$ cat config.mk
export PLATFORM = sky130hd
export DESIGN_NAME = i2s_tx_flat
export DESIGN_NICKNAME = d
export VERILOG_FILES = /design/src/rtl/i2s_tx_if.sv /design/src/rtl/i2s_tx.sv /design/src/flat_wrapper.sv
export SDC_FILE = /design/constraint.sdc
export NUM_CORES = 1
export LEC_CHECK = 0
export ABC_AREA = 1
export CAP_MARGIN = 20
export CORE_MARGIN = 2
export CORE_UTILIZATION = 40
export CTS_BUF_LIST = sky130_fd_sc_hd__clkbuf_4 sky130_fd_sc_hd__clkbuf_8
export DETAILED_ROUTE_END_ITERATION = 7
export GPL_TIMING_DRIVEN = 1
export PLACE_DENSITY = 0.64
export REMOVE_ABC_BUFFERS = 1
export SYNTH_ARGS = -nofsm -noshare
export SYNTH_HDL_FRONTEND = slang
export SYNTH_SLANG_ARGS = --single-unit
$ cat constraint.sdc
create_clock -name clk -period 7.9 [get_ports clk]
set_input_delay 1.975 -clock clk [delete_from_list [all_inputs] [get_ports clk]]
set_output_delay 1.975 -clock clk [all_outputs]
set_load 0.005 [all_outputs]
$ cat src/rtl/i2s_tx_if.sv
// rtl/i2s_tx_if.sv - sample handshake and I2S serial lines for i2s_tx
interface i2s_tx_if;
  logic        en;
  logic [23:0] lft_in;
  logic [23:0] rght_in;
  logic        vld;
  logic        smpl_req;
  logic        underrun;
  logic        I2S_sclk;
  logic        I2S_ws;
  logic        I2S_data;

  modport master (
    output en, lft_in, rght_in, vld,
    input  smpl_req, underrun, I2S_sclk, I2S_ws, I2S_data
  );

  modport slave (
    input  en, lft_in, rght_in, vld,
    output smpl_req, underrun, I2S_sclk, I2S_ws, I2S_data
  );
endinterface

$ cat src/rtl/i2s_tx.sv
// rtl/i2s_tx.sv - 24-bit Philips I2S transmitter, 32 clk sclk, 64 bits per frame
// I2S_TX_UNDERRUN_MUTE_EN: an underrun frame sends zeros instead of repeating the last pair.
module i2s_tx (
  input  logic    clk,
  input  logic    rst,
  i2s_tx_if.slave bus
);
  typedef enum logic {IDLE, RUN} state_e;

  state_e      state_q;
  logic [4:0]  sclk_div_q;
  logic [5:0]  bit_cnt_q;
  logic [5:0]  bit_cnt_d;
  logic        ws_q;
  logic        data_q;
  logic        smpl_req_q;
  logic        underrun_q;
  logic        vld_seen_q;
  logic        first_q;
  logic [23:0] hold_l_q;
  logic [23:0] hold_r_q;
  logic [23:0] shift_l_q;
  logic [23:0] shift_r_q;
  logic [23:0] load_l;
  logic [23:0] load_r;
  logic [23:0] slot_smp;
  logic [4:0]  slot_k;
  logic [4:0]  slot_idx;
  logic        fall_evt;
  logic        wrap;
  logic        frame_start;
  logic        starve;
  logic        slot_bit;

  assign fall_evt    = (state_q == RUN) && (sclk_div_q == 5'd31);
  assign wrap        = fall_evt && (bit_cnt_q == 6'd63);
  assign frame_start = bus.en && ((state_q == IDLE) || wrap);
  // The first frame after reset has no earlier frame start, so it cannot underrun.
  assign starve      = frame_start && !vld_seen_q && !first_q;

  assign bit_cnt_d = bit_cnt_q + 6'd1;
  assign slot_k    = bit_cnt_d[4:0];
  assign slot_idx  = 5'd24 - slot_k;
  assign slot_smp  = bit_cnt_d[5] ? shift_r_q : shift_l_q;
  assign slot_bit  = (slot_k >= 5'd1 && slot_k <= 5'd24) ? slot_smp[slot_idx] : 1'b0;

`ifdef I2S_TX_UNDERRUN_MUTE_EN
  assign load_l = starve ? 24'd0 : hold_l_q;
  assign load_r = starve ? 24'd0 : hold_r_q;
`else
  assign load_l = hold_l_q;
  assign load_r = hold_r_q;
`endif

  always_ff @(posedge clk or posedge rst) begin
    if (rst) begin
      state_q    <= IDLE;
      sclk_div_q <= 5'd0;
      bit_cnt_q  <= 6'd0;
      ws_q       <= 1'b1;
      data_q     <= 1'b0;
      smpl_req_q <= 1'b0;
      underrun_q <= 1'b0;
      vld_seen_q <= 1'b0;
      first_q    <= 1'b1;
      hold_l_q   <= 24'd0;
      hold_r_q   <= 24'd0;
      shift_l_q  <= 24'd0;
      shift_r_q  <= 24'd0;
    end else begin
      smpl_req_q <= 1'b0;
      if (bus.vld) begin
        hold_l_q <= bus.lft_in;
        hold_r_q <= bus.rght_in;
      end
      // A vld coincident with a load belongs to the next frame.
      vld_seen_q <= frame_start ? bus.vld : (vld_seen_q | bus.vld);
      if (frame_start) begin
        shift_l_q  <= load_l;
        shift_r_q  <= load_r;
        smpl_req_q <= 1'b1;
        first_q    <= 1'b0;
        if (starve) begin
          underrun_q <= 1'b1;
        end
      end
      case (state_q)
        IDLE: begin
          sclk_div_q <= 5'd0;
          if (bus.en) begin
            state_q   <= RUN;
            bit_cnt_q <= 6'd0;
            ws_q      <= 1'b0;
            data_q    <= 1'b0;
          end
        end
        RUN: begin
          sclk_div_q <= sclk_div_q + 5'd1;
          if (fall_evt) begin
            if (wrap && !bus.en) begin
              state_q   <= IDLE;
              bit_cnt_q <= 6'd0;
              ws_q      <= 1'b1;
              data_q    <= 1'b0;
            end else begin
              bit_cnt_q <= bit_cnt_d;
              ws_q      <= bit_cnt_d[5];
              data_q    <= slot_bit;
            end
          end
        end
        default: state_q <= IDLE;
      endcase
    end
  end

  assign bus.smpl_req = smpl_req_q;
  assign bus.underrun = underrun_q;
  assign bus.I2S_sclk = sclk_div_q[4];
  assign bus.I2S_ws   = ws_q;
  assign bus.I2S_data = data_q;
endmodule

$ cat src/flat_wrapper.sv
// flat-port wrapper written by rule: the top's interface ports become plain ports
module i2s_tx_flat 
  (clk, rst, bus_en, bus_lft_in, bus_rght_in, bus_vld, bus_smpl_req, bus_underrun, bus_I2S_sclk, bus_I2S_ws, bus_I2S_data);
  i2s_tx_if bus_i ();
  input  logic clk;
  input  logic rst;
  input wire logic [$bits(bus_i.en)-1:0] bus_en;
  input wire logic [$bits(bus_i.lft_in)-1:0] bus_lft_in;
  input wire logic [$bits(bus_i.rght_in)-1:0] bus_rght_in;
  input wire logic [$bits(bus_i.vld)-1:0] bus_vld;
  output wire logic [$bits(bus_i.smpl_req)-1:0] bus_smpl_req;
  output wire logic [$bits(bus_i.underrun)-1:0] bus_underrun;
  output wire logic [$bits(bus_i.I2S_sclk)-1:0] bus_I2S_sclk;
  output wire logic [$bits(bus_i.I2S_ws)-1:0] bus_I2S_ws;
  output wire logic [$bits(bus_i.I2S_data)-1:0] bus_I2S_data;
  assign bus_i.en = bus_en;
  assign bus_i.lft_in = bus_lft_in;
  assign bus_i.rght_in = bus_rght_in;
  assign bus_i.vld = bus_vld;
  assign bus_smpl_req = bus_i.smpl_req;
  assign bus_underrun = bus_i.underrun;
  assign bus_I2S_sclk = bus_i.I2S_sclk;
  assign bus_I2S_ws = bus_i.I2S_ws;
  assign bus_I2S_data = bus_i.I2S_data;
  i2s_tx u_core (.clk(clk), .rst(rst), .bus(bus_i));
endmodule
Yosys cells after proc, flatten, opt, wreduce, memory -nomap -nowiden
Index checks and enable logic that the tools add are counted.
{"block": "totals", "regBits": 114, "wordCells": 60}
{"block": "op_classes", "add_sub_neg": 3, "order_cmp": 3, "eq_ne": 4, "muxes": 22, "n_bitwise": 2, "reduce_logical": 13}
{"op": "24-bit two-way mux", "n": 1}
{"op": "6-bit two-way mux", "n": 3}
{"op": "1-bit two-way mux", "n": 12}
{"op": "6-bit case mux with 2 select lines", "n": 1}
{"op": "5-bit case mux with 2 select lines", "n": 1}
{"op": "1-bit logical AND", "n": 7}
{"op": "6-bit by 1-bit adder with 6-bit output, second input constant", "n": 1}
{"op": "6-bit equality test, second input constant", "n": 1}
{"op": "5-bit by 6-bit < comparator with 1-bit output, second input constant", "n": 1}
{"op": "1-bit case mux with 2 select lines", "n": 3}
{"op": "5-bit by 1-bit adder with 5-bit output, second input constant", "n": 1}
{"op": "1-bit binary-select mux with 5-bit select", "n": 1}
{"op": "5-bit equality test, second input constant", "n": 1}
{"op": "5-bit by 1-bit >= comparator with 1-bit output, second input constant", "n": 1}
{"op": "5-bit <= comparator, second input constant", "n": 1}
{"op": "5-bit subtractor, first input constant", "n": 1}
{"op": "2-bit != test, second input constant", "n": 2}
{"op": "2-bit AND reduction", "n": 2}
{"op": "1-bit zero test", "n": 3}
{"op": "1-bit logical OR", "n": 1}
{"op": "1-bit NOT", "n": 1}
{"op": "1-bit OR", "n": 1}

Longest topological paths before layout
{"block": "depth", "depth_word": 8, "ltp_mapped": 16}

Worst setup path after synthesis
OpenSTA, ideal clock, no wires.
{"block": "synth_timing", "kind": "input-to-reg", "startpoint": "input bus_vld", "endpoint": "register u_core.hold_l_q[10]", "setup_time_ns": 0.083, "t_arrival_ns": 2.804, "required_time_ns": 7.817, "slack_ns": 5.013, "path_stages": 5, "path_buffers": 3, "path_cell_list": "clkbuf_1 > clkbuf_1 > clkbuf_1 > nand2_1 > o21ai_0"}
{"item": "start: declaration", "line": "flat_wrapper.sv:10", "rtl": "input wire logic [$bits(bus_i.vld)-1:0] bus_vld;"}
{"item": "end signal: assignment", "line": "i2s_tx.sv:73", "rtl": "hold_l_q <= bus.lft_in;"}
{"item": "end: declaration", "line": "i2s_tx.sv:20", "rtl": "logic [23:0] hold_l_q;"}

Final worst setup path
{"block": "layout_timing", "startpoint": "register u_core.ws_q, in the netlist u_core.bus.I2S_ws", "endpoint": "output bus_I2S_ws"}
{"item": "start: declaration", "line": "i2s_tx.sv:14", "rtl": "logic ws_q;"}
{"item": "start signal: assignment", "line": "i2s_tx.sv:107", "rtl": "ws_q <= bit_cnt_d[5];"}
{"item": "end: declaration", "line": "flat_wrapper.sv:14", "rtl": "output wire logic [$bits(bus_i.I2S_ws)-1:0] bus_I2S_ws;"}
No word-level cell between the ends.

==> parameters.txt <==
Parameter                              Value

Run status
  Run status ... complete, no violations

Final layout
  Leading cell type in the layout, fill and taps excluded ... sky130_fd_sc_hd__nand2_1
  Antenna diode count ... 0
  Relative area change from synthesis to final layout ... 22.2%
  Summed area of non-filler cells in the final layout ... 6130 µm²
  Top library cells by usage in the layout, fill and taps aside ... sky130_fd_sc_hd__nand2_1, sky130_fd_sc_hd__dfrtp_1, sky130_fd_sc_hd__o21ai_0
  Number of nets in the layout ... 689
  Share of layout cells above drive strength 1 ... 0.0820

Min path
  Worst hold path type ... reg2reg
  Hold depth ... 2
  Worst hold start ... u_core.first_q$_DFFE_PP1P_
  Hold Path End ... u_core.first_q$_DFFE_PP1P_

Routing
  Number of nets with antenna violations after routing ... 0
  Number of remaining DRC errors ... 0
  Detailed router's first-iteration violation count ... around 250
  Via count normalized by instance count ... approximately 4.6
  Wire length per cell after detailed routing ... 11.8 µm
  Vias ... 3781
  DRT Pass-1 Iters ... 4
  WL final ... just under 10000 µm

Power and ir drop
  Combinational share of power ... 0.208
  Portion of total power attributed to the clock network ... 0.369
  Power density normalized to cell area ... about 270 nW/µm²
  Leakage power of the design ... just under 0.003 µW
  Maximum vdd drop ... 0.127 mV
  Switching pwr ... approximately 490 µW
  Switching share of power ... 0.292
  Total internal power ... about 1200 µW
  Power, Total ... around 1700 µW
  Sequential share of power ... 0.423

Clock tree
  CTS-repair resized insts ... 0
  TritonCTS clock tree ... yes
  Clock root buffer master ... sky130_fd_sc_hd__clkbuf_8
  Clock tree sinks ... ~110
  Number of H-tree branching levels ... 4
  Clock buffers created by TritonCTS ... 17
  Clk buf depth ... 2
  Clock slew seen by the registers of the worst setup and hold paths ... 0.07 ns
  CTS hold repair buffers ... 0
  Setup Fix Bufs, Post-CTS ... 0
  Clock insertion delay at the later pin of the skew report ... about 0.43 ns

STA
  F_max ... about 290 MHz
  Relative slew slack ... 0.446
  Smallest setup slack after layout ... 4.47 ns
  Max-slew violation total from the final report ... 0
  Slew at the pin with the worst max-slew slack ... approximately 0.83 ns
  Share of the clock period used by the worst path after layout ... 0.434
  Setup repair after global routing missed its margin ... false
  Setup Total Neg Slack ... 0 ns
  Number of setup violations in the final report ... 0
  Final Skew ... around 0.0096 ns
  Min Clock Period, post-route ... 3.43 ns
  Final number of hold-violating endpoints ... 0

Floorplanning
  Overall die area ... about 13000 µm²
  Number of placement rows ... 40
  Core region area ... ~12000 µm²
  Chip height ... about 120 µm
  Floorplan die width ... between 100 and 150 µm
  Starting utilization of the core area ... 0.414
  Number of top-level design ports ... 57

Global routing
  Maximum number of pins on one net before global-route repair ... 100
  Antenna violations before repair ... 0
  Global-route wire length before repair ... 16900 µm
  Global router's overall resource usage ... 0.160
  Overall overflow remaining after global route ... 0
  Vias in the first global route ... ~3800

Worst setup path
  Buffers and inverters on the worst path ... 1
  Endpoint of the worst-slack reg-to-reg timing path ... u_core.bus.I2S_data$_DFFE_PP0P_
  Worst-case register-to-register setup slack ... 5.25 ns
  CP Capture Type ... output pin
  Highest cell delay on the worst timing path ... 0.54 ns
  Data required time at the worst endpoint ... ~5.9 ns
  Max FO, Critical Path ... 2
  Worst reg2reg path startpoint ... u_core.bit_cnt_q[0]$_DFFE_PP0P_
  Slowest cell on crit path ... sky130_fd_sc_hd__dfstp_2
  Crit path arrival time ... around 1.5 ns
  Cell family with most CP delay ... flip-flops
  Reg2Reg Depth ... 12
  Launching element type of the critical path ... register
  Cell breakdown of the critical path ... clkdlybuf4s50_1
  Category of the most critical setup path ... reg2out

Synth
  Sequential area share after synthesis ... 0.570
  Number of warnings reported in the yosys synthesis log ... 0
  Syn avg cell area ... 8.60 µm²
  Number of register bits inferred by synthesis ... ~110
  Synthesized cell area ... between 5000 and 6000 µm²
  Distinct cells, synth ... 32
  Cells after synthesis ... roughly 580

Placed design
  HPWL Detailed ... approximately 6300 µm
  Setup slack after placement ... 4.11 ns
  Routability congestion estimate from global placement ... approximately 0.9
  Placement-stage cell area ... ~5700 µm²
  I/O Buffers ... 56

Job
  Max capacitance violation total ... 0
==> power by group through the flow <==
| stage | combinational [µW] | sequential (µW) | clock, µW |
|---|---|---|---|
| global placement | 343 | 720 | 0 |
| finish | 350 | 712 | 621 |
| floorplan | 238 | 708 | 0 |
| detailed placement | 354 | 723 | 0 |
| CTS | 355 | 713 | 635 |
| global route | 409 | 722 | 665 |
==> registers in the layout, summed over array words and instances, names as in the netlist, 5 cells and up <==
register / flops
u_core.sclk_div_q: 5
u_core.hold_r_q: 24
u_core.bit_cnt_q: 6
u_core.shift_l_q: 24
u_core.hold_l_q: 24
u_core.shift_r_q: 24
==> synthesized netlist by cell type <==
master | instances | area (µm²)
sky130_fd_sc_hd__a221o_1 | 1 | 10.0
sky130_fd_sc_hd__buf_6 | 3 | 33.8
sky130_fd_sc_hd__buf_4 | 2 | 15.0
sky130_fd_sc_hd__a31oi_1 | 1 | 6.26
sky130_fd_sc_hd__xnor2_1 | 1 | 8.76
sky130_fd_sc_hd__buf_2 | 3 | 15.0
sky130_fd_sc_hd__clkbuf_1 | 19 | 71.3
sky130_fd_sc_hd__nand3_1 | 25 | 125
sky130_fd_sc_hd__xor2_1 | 1 | 8.76
sky130_fd_sc_hd__a21oi_1 | 11 | 55.1
sky130_fd_sc_hd__a21o_1 | 1 | 7.51
sky130_fd_sc_hd__clkinv_2 | 1 | 5.00
sky130_fd_sc_hd__nand3_2 | 1 | 10.0
sky130_fd_sc_hd__inv_1 | 69 | 259
sky130_fd_sc_hd__nand2_4 | 4 | 45.0
sky130_fd_sc_hd__inv_2 | 1 | 3.75
sky130_fd_sc_hd__o22ai_1 | 4 | 25.0
sky130_fd_sc_hd__nand2_1 | 185 | 694
sky130_fd_sc_hd__nand3_4 | 2 | 35.0
sky130_fd_sc_hd__dfrtp_1 | 112 | 2800
sky130_fd_sc_hd__nor2_1 | 18 | 67.6
sky130_fd_sc_hd__nor3_1 | 1 | 5.00
sky130_fd_sc_hd__o21ai_4 | 1 | 16.3
sky130_fd_sc_hd__ha_1 | 4 | 50.1
sky130_fd_sc_hd__nor2_8 | 1 | 20.0
sky130_fd_sc_hd__buf_1 | 1 | 3.75
sky130_fd_sc_hd__o21ai_0 | 104 | 521
sky130_fd_sc_hd__o31ai_1 | 1 | 7.51
sky130_fd_sc_hd__o21bai_4 | 1 | 18.8
sky130_fd_sc_hd__dfstp_2 | 2 | 52.6
sky130_fd_sc_hd__a211oi_1 | 1 | 7.51
sky130_fd_sc_hd__inv_4 | 1 | 6.26
==> logic make-up after synthesis <==
logic type	synth area share
adders and majority gates	0.00999
and+or+nand+nor	0.200
buffers and inverters	0.0824
DFF	0.570
AOI/OAI and AO/OA	0.135
xor gates and xnor gates	0.00350
==> how the worst max path moves through the flow <==
stage	start	to	slack [ns]	depth (start not counted)
2_1_floorplan	rst	u_core.bit_cnt_q[0]$_DFFE_PP0P_	2.91	1
3_3_place_gp	rst	u_core.shift_l_q[2]$_DFFE_PP0P_	4.19	3
3_5_place_dp	rst	u_core.hold_r_q[2]$_DFFE_PP0P_	4.11	3
4_1_cts	u_core.bus.I2S_ws$_DFFE_PP1P_	bus_I2S_ws	4.43	1
5_1_grt	rst	u_core.hold_r_q[22]$_DFFE_PP0P_	4.38	3
6_report	u_core.bus.I2S_ws$_DFFE_PP1P_	bus_I2S_ws	4.47	1
==> per-layer routing <==
layer / up-vias / track usage / wire, µm
met3: 12 / 0.0476 / 412
li1: 1941 / - / -
met5: - / 0 / 0
met4: 0 / 0.0579 / 133
met2: 59 / 0.260 / 4490
met1: 1769 / 0.205 / 4600
==> area by class of cell <==
class,instances,area [µm²]
Clock buffer,21,277
Clock inverter,11,183
Fill cell,1173,5990
Inverter,72,277
Multi-Input combinational cell,369,1750
Sequential cell,114,2860
Tap cell,168,210
Timing Repair Buffer,59,578
==> metrics by stage <==
step / util / cells / hold slack [ns]
global route: 0.506 / 814 / 0.471
CTS: 0.506 / 814 / 0.452
floorplan: - / 555 / 0.424
global placement: 0.468 / 782 / 0.432
detailed placement: 0.468 / 782 / 0.442
finish: 0.506 / 814 / 0.446
No activity file was read; power rests on OpenSTA's default activity.
